**src/rtl/rgen_apb_pkg.sv**
```systemverilog
// Shared types and constants for the APB bridge master.
//   rgen_state_e : bridge FSM states
//   RGEN_STATUS_*: encodings of the o_status response field
package rgen_apb_pkg;

  typedef enum logic [1:0] {
    ST_IDLE     = 2'd0,
    ST_SETUP    = 2'd1,
    ST_ACCESS   = 2'd2,
    ST_RESPONSE = 2'd3
  } rgen_state_e;

  localparam logic [1:0] RGEN_STATUS_OKAY    = 2'b00;
  localparam logic [1:0] RGEN_STATUS_SLVERR  = 2'b01;
  localparam logic [1:0] RGEN_STATUS_TIMEOUT = 2'b10;

endpackage

```
**src/rtl/rgen_apb_timeout_counter.sv**
```systemverilog
// Watchdog for the ACCESS phase: counts stalled cycles and flags when the
// count reaches TIMEOUT_CYCLES-1.
// Ports:
//   clk, rst_n   : clock, async active-low reset
//   clear_i      : zero the count (asserted the cycle before ACCESS)
//   count_en_i   : one stalled ACCESS cycle
//   expired_o    : registered, high while the count equals TIMEOUT_CYCLES-1
module rgen_apb_timeout_counter #(
  parameter int unsigned TIMEOUT_CYCLES = 256
) (
  input  logic clk,
  input  logic rst_n,
  input  logic clear_i,
  input  logic count_en_i,
  output logic expired_o
);

  localparam int unsigned CNT_W = (TIMEOUT_CYCLES > 2) ? $clog2(TIMEOUT_CYCLES) : 1;
  localparam logic [CNT_W-1:0] CNT_LAST = CNT_W'(TIMEOUT_CYCLES - 1);

  logic [CNT_W-1:0] cnt_q;
  logic [CNT_W-1:0] cnt_d;
  logic             expired_q;

  always_comb begin
    cnt_d = cnt_q + CNT_W'(1);
  end

  // expired_q mirrors (cnt_q == CNT_LAST) so the flag is available registered
  always_ff @(posedge clk or negedge rst_n) begin
    if (!rst_n) begin
      cnt_q     <= '0;
      expired_q <= 1'b0;
    end else if (clear_i) begin
      cnt_q     <= '0;
      expired_q <= 1'b0;
    end else if (count_en_i && !expired_q) begin
      cnt_q     <= cnt_d;
      expired_q <= (cnt_d == CNT_LAST);
    end
  end

  assign expired_o = expired_q;

endmodule

```
**src/rtl/rgen_apb_bridge_master.sv**
```systemverilog
// Local command to APB master bridge: one transfer per command through
// IDLE -> SETUP -> ACCESS -> RESPONSE, with registered APB and response outputs.
// Optional ACCESS watchdog enabled by defining RGEN_APB_BRIDGE_TIMEOUT_EN.
// Ports:
//   clk, rst_n                         : clock, async active-low reset
//   i_command_valid/i_write/i_read     : local request (write wins if both set)
//   i_address/i_write_data/i_write_mask: local command payload
//   o_response_ready                   : one-cycle completion pulse
//   o_read_data, o_status              : result, held until the next response
//   o_paddr..o_pstrb, i_pready..       : APB master interface
module rgen_apb_bridge_master
  import rgen_apb_pkg::*;
#(
  parameter int unsigned DATA_WIDTH          = 32,
  parameter int unsigned LOCAL_ADDRESS_WIDTH = 16,
  parameter int unsigned APB_ADDRESS_WIDTH   = 16,
  parameter logic [2:0]  PPROT_VALUE         = 3'b000,
  parameter int unsigned TIMEOUT_CYCLES      = 256
) (
  input  logic                           clk,
  input  logic                           rst_n,
  input  logic                           i_command_valid,
  input  logic                           i_write,
  input  logic                           i_read,
  input  logic [LOCAL_ADDRESS_WIDTH-1:0] i_address,
  input  logic [DATA_WIDTH-1:0]          i_write_data,
  input  logic [DATA_WIDTH-1:0]          i_write_mask,
  output logic                           o_response_ready,
  output logic [DATA_WIDTH-1:0]          o_read_data,
  output logic [1:0]                     o_status,
  output logic [APB_ADDRESS_WIDTH-1:0]   o_paddr,
  output logic [2:0]                     o_pprot,
  output logic                           o_psel,
  output logic                           o_penable,
  output logic                           o_pwrite,
  output logic [DATA_WIDTH-1:0]          o_pwdata,
  output logic [DATA_WIDTH/8-1:0]        o_pstrb,
  input  logic                           i_pready,
  input  logic [DATA_WIDTH-1:0]          i_prdata,
  input  logic                           i_pslverr
);

  localparam int unsigned STRB_W = DATA_WIDTH / 8;

  rgen_state_e              state_q;
  logic                     psel_q;
  logic                     penable_q;
  logic                     pwrite_q;
  logic                     resp_q;
  logic [APB_ADDRESS_WIDTH-1:0] paddr_q;
  logic [DATA_WIDTH-1:0]    pwdata_q;
  logic [STRB_W-1:0]        pstrb_q;
  logic [DATA_WIDTH-1:0]    rdata_q;
  logic [1:0]               status_q;

  logic [STRB_W-1:0]        strb_c;
  logic                     accept_c;
  logic                     timeout_c;

  // A byte lane is strobed if any bit of its mask byte is set
  always_comb begin
    strb_c = '0;
    for (int i = 0; i < STRB_W; i++) begin
      strb_c[i] = |i_write_mask[8*i +: 8];
    end
  end

  assign accept_c = i_command_valid && (i_write || i_read);

`ifdef RGEN_APB_BRIDGE_TIMEOUT_EN
  rgen_apb_timeout_counter #(
    .TIMEOUT_CYCLES (TIMEOUT_CYCLES)
  ) u_timeout (
    .clk        (clk),
    .rst_n      (rst_n),
    .clear_i    (state_q == ST_SETUP),
    .count_en_i ((state_q == ST_ACCESS) && !i_pready),
    .expired_o  (timeout_c)
  );
`else
  logic unused_timeout_cfg;
  assign unused_timeout_cfg = (TIMEOUT_CYCLES > 32'd1);
  assign timeout_c          = 1'b0;
`endif

  // Bridge FSM with all APB/response outputs registered
  always_ff @(posedge clk or negedge rst_n) begin
    if (!rst_n) begin
      state_q   <= ST_IDLE;
      psel_q    <= 1'b0;
      penable_q <= 1'b0;
      pwrite_q  <= 1'b0;
      resp_q    <= 1'b0;
      paddr_q   <= '0;
      pwdata_q  <= '0;
      pstrb_q   <= '0;
      rdata_q   <= '0;
      status_q  <= RGEN_STATUS_OKAY;
    end else begin
      case (state_q)
        ST_IDLE: begin
          resp_q <= 1'b0;
          if (accept_c) begin
            paddr_q   <= APB_ADDRESS_WIDTH'(i_address);
            pwrite_q  <= i_write;
            pwdata_q  <= i_write_data;
            pstrb_q   <= i_write ? strb_c : '0;
            psel_q    <= 1'b1;
            penable_q <= 1'b0;
            state_q   <= ST_SETUP;
          end
        end
        ST_SETUP: begin
          penable_q <= 1'b1;
          state_q   <= ST_ACCESS;
        end
        ST_ACCESS: begin
          if (i_pready) begin
            psel_q    <= 1'b0;
            penable_q <= 1'b0;
            resp_q    <= 1'b1;
            rdata_q   <= pwrite_q ? '0 : i_prdata;
            status_q  <= {1'b0, i_pslverr};
            state_q   <= ST_RESPONSE;
          end else if (timeout_c) begin
            psel_q    <= 1'b0;
            penable_q <= 1'b0;
            resp_q    <= 1'b1;
            rdata_q   <= '0;
            status_q  <= RGEN_STATUS_TIMEOUT;
            state_q   <= ST_RESPONSE;
          end
        end
        ST_RESPONSE: begin
          resp_q  <= 1'b0;
          state_q <= ST_IDLE;
        end
        default: begin
          state_q <= ST_IDLE;
        end
      endcase
    end
  end

  assign o_response_ready = resp_q;
  assign o_read_data      = rdata_q;
  assign o_status         = status_q;
  assign o_paddr          = paddr_q;
  assign o_pprot          = PPROT_VALUE;
  assign o_psel           = psel_q;
  assign o_penable        = penable_q;
  assign o_pwrite         = pwrite_q;
  assign o_pwdata         = pwdata_q;
  assign o_pstrb          = pstrb_q;

endmodule

```
**config.mk**
```make
export PLATFORM = sky130hd
export DESIGN_NAME = rgen_apb_bridge_master
export DESIGN_NICKNAME = d
export VERILOG_FILES = /design/src/rtl/rgen_apb_pkg.sv /design/src/rtl/rgen_apb_timeout_counter.sv /design/src/rtl/rgen_apb_bridge_master.sv
export SDC_FILE = /design/constraint.sdc
export NUM_CORES = 1
export LEC_CHECK = 0
export ABC_AREA = 1
export ABC_CLOCK_PERIOD_IN_PS = 2500
export CAP_MARGIN = 30
export CORE_MARGIN = 5
export CORE_UTILIZATION = 41
export CTS_BUF_LIST = sky130_fd_sc_hd__clkbuf_16
export CTS_CLUSTER_DIAMETER = 40
export DETAILED_ROUTE_END_ITERATION = 7
export PLACE_DENSITY_LB_ADDON = 0.15
export SYNTH_ARGS = -nofsm -noshare
export SYNTH_HDL_FRONTEND = slang
export SYNTH_SLANG_ARGS = --single-unit
export TNS_END_PERCENT = 30
```
**constraint.sdc**
```tcl
create_clock -name clk -period 2.5 [get_ports clk]
set_clock_uncertainty 0.05 [all_clocks]
set_input_delay 0.75 -clock clk [delete_from_list [all_inputs] [get_ports clk]]
set_output_delay 0.75 -clock clk [all_outputs]
set_load 0.01 [all_outputs]
```
# Word-level counts from Yosys, hierarchy flattened
# Index checks and enable logic that the tools add are counted.
# word_totals
ff_bits,91
latchBits,0
mem_bits_rw,0
rom_bits,0
memories,0
wordCells,44
out_inout_bits,93
# classes
addsub,0
muxes,12
n_shift,0
order_cmp,0
bitwise_logic,0
reduce_logical,17
eq_ne,5
div_mod_pow,0
multipliers,0
# op_table
op,count
32-bit two-way mux,1
8-bit OR reduction,4
2-bit case mux with 4 select lines,1
2-bit AND reduction,4
3-bit AND reduction,2
"2-bit == test, second input constant",2
1-bit two-way mux,4
2-bit two-way mux,2
4-bit two-way mux,1
"2-bit inequality test, second input constant",2
1-bit case mux with 2 select lines,2
2-bit nonzero test,2
1-bit case mux with 3 select lines,1
3-bit nonzero test,1
"2-bit by 1-bit == test with 1-bit output, second input constant",1
2-bit logical NOT,1
2-bit OR reduction,1
1-bit logical AND,1
1-bit logical OR,1

# Depth between registers and ports, before layout
# depth
ltp_word,4
ltp_mapped,8

# Least setup slack after synthesis
# Ideal clock, no wire load.
# synth_timing
path_kind,input-to-reg
start,input i_read
end,register pwdata_q[10] (netlist: o_pwdata[10])
t_arrival_ns,1.338
setup_ns,0.116
slack_ns,0.995
stages,8
required_time_ns,2.334
path_cell_list,inv_1 > nand2_2 > nand3_4 > inv_2 > buf_6 > buf_6 > nand2_1 > nand2_1
# synth_via
elab_chain_len,3
# synth_lines
element,line_no,text
"start, declared",rgen_apb_bridge_master.sv:24,"input logic i_read,"
1-bit logical OR,rgen_apb_bridge_master.sv:68,assign accept_c = i_command_valid && (i_write || i_read);
1-bit logical AND,rgen_apb_bridge_master.sv:68,
2-bit AND reduction (no line),--,
"end signal, assigned",rgen_apb_bridge_master.sv:106,pwdata_q <= i_write_data;
"end, declared",rgen_apb_bridge_master.sv:51,logic [DATA_WIDTH-1:0] pwdata_q;
# No other way between the ends.
# A chain may end at the register's enable or synchronous reset.

# Worst setup path after layout
# layout_timing
start,register paddr_q[12] (netlist: o_paddr[12])
end,output o_paddr[12]
# layout_rtl
element,line_no,text
"start, declared",rgen_apb_bridge_master.sv:50,logic [APB_ADDRESS_WIDTH-1:0] paddr_q;
"start signal, assigned",rgen_apb_bridge_master.sv:104,paddr_q <= APB_ADDRESS_WIDTH'(i_address);
"end, declared",rgen_apb_bridge_master.sv:31,"output logic [APB_ADDRESS_WIDTH-1:0] o_paddr,"
# No word-level cell between the ends.

==> out/qor.txt <==
outcome: finished clean
initial antenna violation count: 0
final net count: 763
Post-synth EDFFs: 0
hpwl dp: 8.27 mm
Synth Cell Area: 3730 um^2
cts bufs inserted: 9
top cells by count, synth: nand2_1, dfrtp_1, o21ai_0
Worst Path Buf+Inv: 1
wirelength, routed: 11.0 mm
CP Launch Type: register
Synth async-reset ratio: 100%
non-filler cells, final: 751
CTS hold repair buffers: 0
# DRC: 0
row count: 34
drt wl/cell: 14.6 um
layout cells sized above 1: 4.51%
routability cong.: 0.798
post-route ant nets: 0
post-synth top area share: 61.1%
Worst Setup SP: o_paddr[12]
post-synthesis sequential area ratio: 61.1%
clock slew at reported path FFs: 0.07 ns
Netlist cell types: 20
Vias/cell: 4.67
CP endpoint kind: output pin
Max Clk Rate: 0.482 GHz
port bufs: 207
Initial Util: 42.4%
final hold vios: 0
Max-cap violations: 0
CP max FO: 2
CTS tree: done
postcts setup bufs: 0
worst endpoint required time: 1.70 ns
PwrDens: 1100 nW/um^2
post-synthesis register bit count: 91
synth warn: 0
vias in the first global route: 3612
first-pass GRT wire length: 17.6 mm
n_diodes: 0
Mapped Cells: 433
crit path time final: 2.08 ns
Worst-Skew Late Latency: 0.33 ns
pre-CTS setup slack: 0.421 ns
area of the multi-input gates: 1290 um^2
clk root buf: clkbuf_16
post-route clock period utilization: 83.0%
global route overflow: 0
post-cts repair resize count: 0
VDD IR max: 534 uV
CP cell instances: clkdlybuf4s50_1
gr usage total: 19.8%
first drt pass iteration count: 4
most common cell in the netlist: nand2_1
post-synth top area cell: dfrtp_1
slowest stage delay, CP: 0.57 ns
setup TNS: 0 ns
Die Y: 105 um
drt initial violations: 119
H-tree Lvls: 3
Slew Viols, Final: 0
# clock sinks: 91
Vias: 3510
io pins: 212
synthesized area per cell: 8.61 um^2
Hold/Removal Path Class: in -> async
RSZ-0062 raised after global routing: no
CP max stage cell: clkdlybuf4s50_1
Final WS setup: 0.424 ns
kind of critical path: reg -> out
final setup violation count: 0
worst r2r src: state_q[0]
fin util: 70.6%
Die Area: 11100 um^2
maximum buffer depth of the clock tree: 2
CP Data Arrival Time: 1.28 ns
Reg area: 2280 um^2
Synth Flop Type: dfrtp_1
crit-path leading delay family: buffers and inverters
Synth area leaders: dfrtp_1, nand2_1, o21ai_0
Die Width: 105 um
pin count of the biggest net entering global routing: 49
P_leak: 0.00298 uW
Fillers: 700
Area growth syn-to-layout: 66.8%
core area: 8810 um^2
Placed Instances: 736
[path summary, 6_finish.rpt]
path / to / slack, ns / depth (start not counted)
worst max-delay path: o_paddr[12] / 0.42 / 1
worst min-delay path: o_read_data[23] / 0.32 / 1
worst max register to register: o_read_data[16] / 0.92 / 5
min in group clk: o_pwdata[12] / 0.42 / 2
max in group asynchronous: o_paddr[12] / 1.48 / 2
worst min register to register: o_pwdata[12] / 0.42 / 2
[kinds of logic (layout without fill, tap and decap cells)]
group / after synthesis / in the layout / synth area share, %
flip-flops: 91 / 91 / 61.1
buffers and inverters: 37 / 244 / 4.83
other: 1 / 4 / 0.101
AO/OA/AOI/OAI: 38 / 38 / 5.20
AND/OR/NAND/NOR: 261 / 261 / 27.1
adder cells (fa/ha/maj): 5 / 5 / 1.68
[cells in the final DEF (no fill, tap or decap), drive strengths merged]
cell | Yosys | final
nand3 | 2 | 2
nor2 | 18 | 18
bufinv | 0 | 1
dfrtp | 91 | 91
clkdlybuf4s50 | 0 | 206
a31oi | 1 | 1
clkbuf | 6 | 9
inv | 13 | 14
a21oi | 1 | 1
o21ai | 35 | 35
clkinv | 0 | 1
conb | 1 | 4
buf | 18 | 10
nand2 | 235 | 235
nand4 | 6 | 6
o21bai | 1 | 1
clkinvlp | 0 | 3
ha | 5 | 5
[report_power, final]
group | switching [uW] | leakage, uW | internal, uW | total, uW
clock network | 564 | 0.000132 | 769 | 1330
logic | 1430 | 0.00169 | 1640 | 3070
registers | 353 | 0.00115 | 2110 | 2460
[registers in the layout, summed over array words and instances, names as in the netlist]
name and cells:
o_paddr 16, o_penable 1, o_psel 1, o_pstrb 4, o_pwdata 32, o_pwrite 1, o_read_data 32, o_response_ready 1
o_status 1, state_q 2
[per-layer routing]
layer	part of all wire (%)	wire [um]	vias to the layer above	global-route usage, %
met5	0	0	-	0
met4	2.5	272	0	7.78
met3	9.4	1030	19	7.15
met2	47	5190	148	32.7
met1	41	4470	1608	23.6
li1	-	-	1735	-
[layout make-up]
type,instances,area share [%]
inverter,13,0.785
timing repair buffer,216,35.1
clock inverter,6,1.05
multi-input combinational,308,20.7
sequential,91,36.6
clock buffer,9,3.62
tap,108,2.17
[through the flow]
step	power [uW]	hold slack (ns)	area, um^2
2_1_floorplan	3730	0.404	3740
3_3_place_gp	5440	0.407	5900
3_5_place_dp	5580	0.414	5930
4_1_cts	6940	0.337	6220
5_1_grt	7340	0.358	6220
6_report	6860	0.319	6220
No activity file was read; power rests on OpenSTA's default activity.
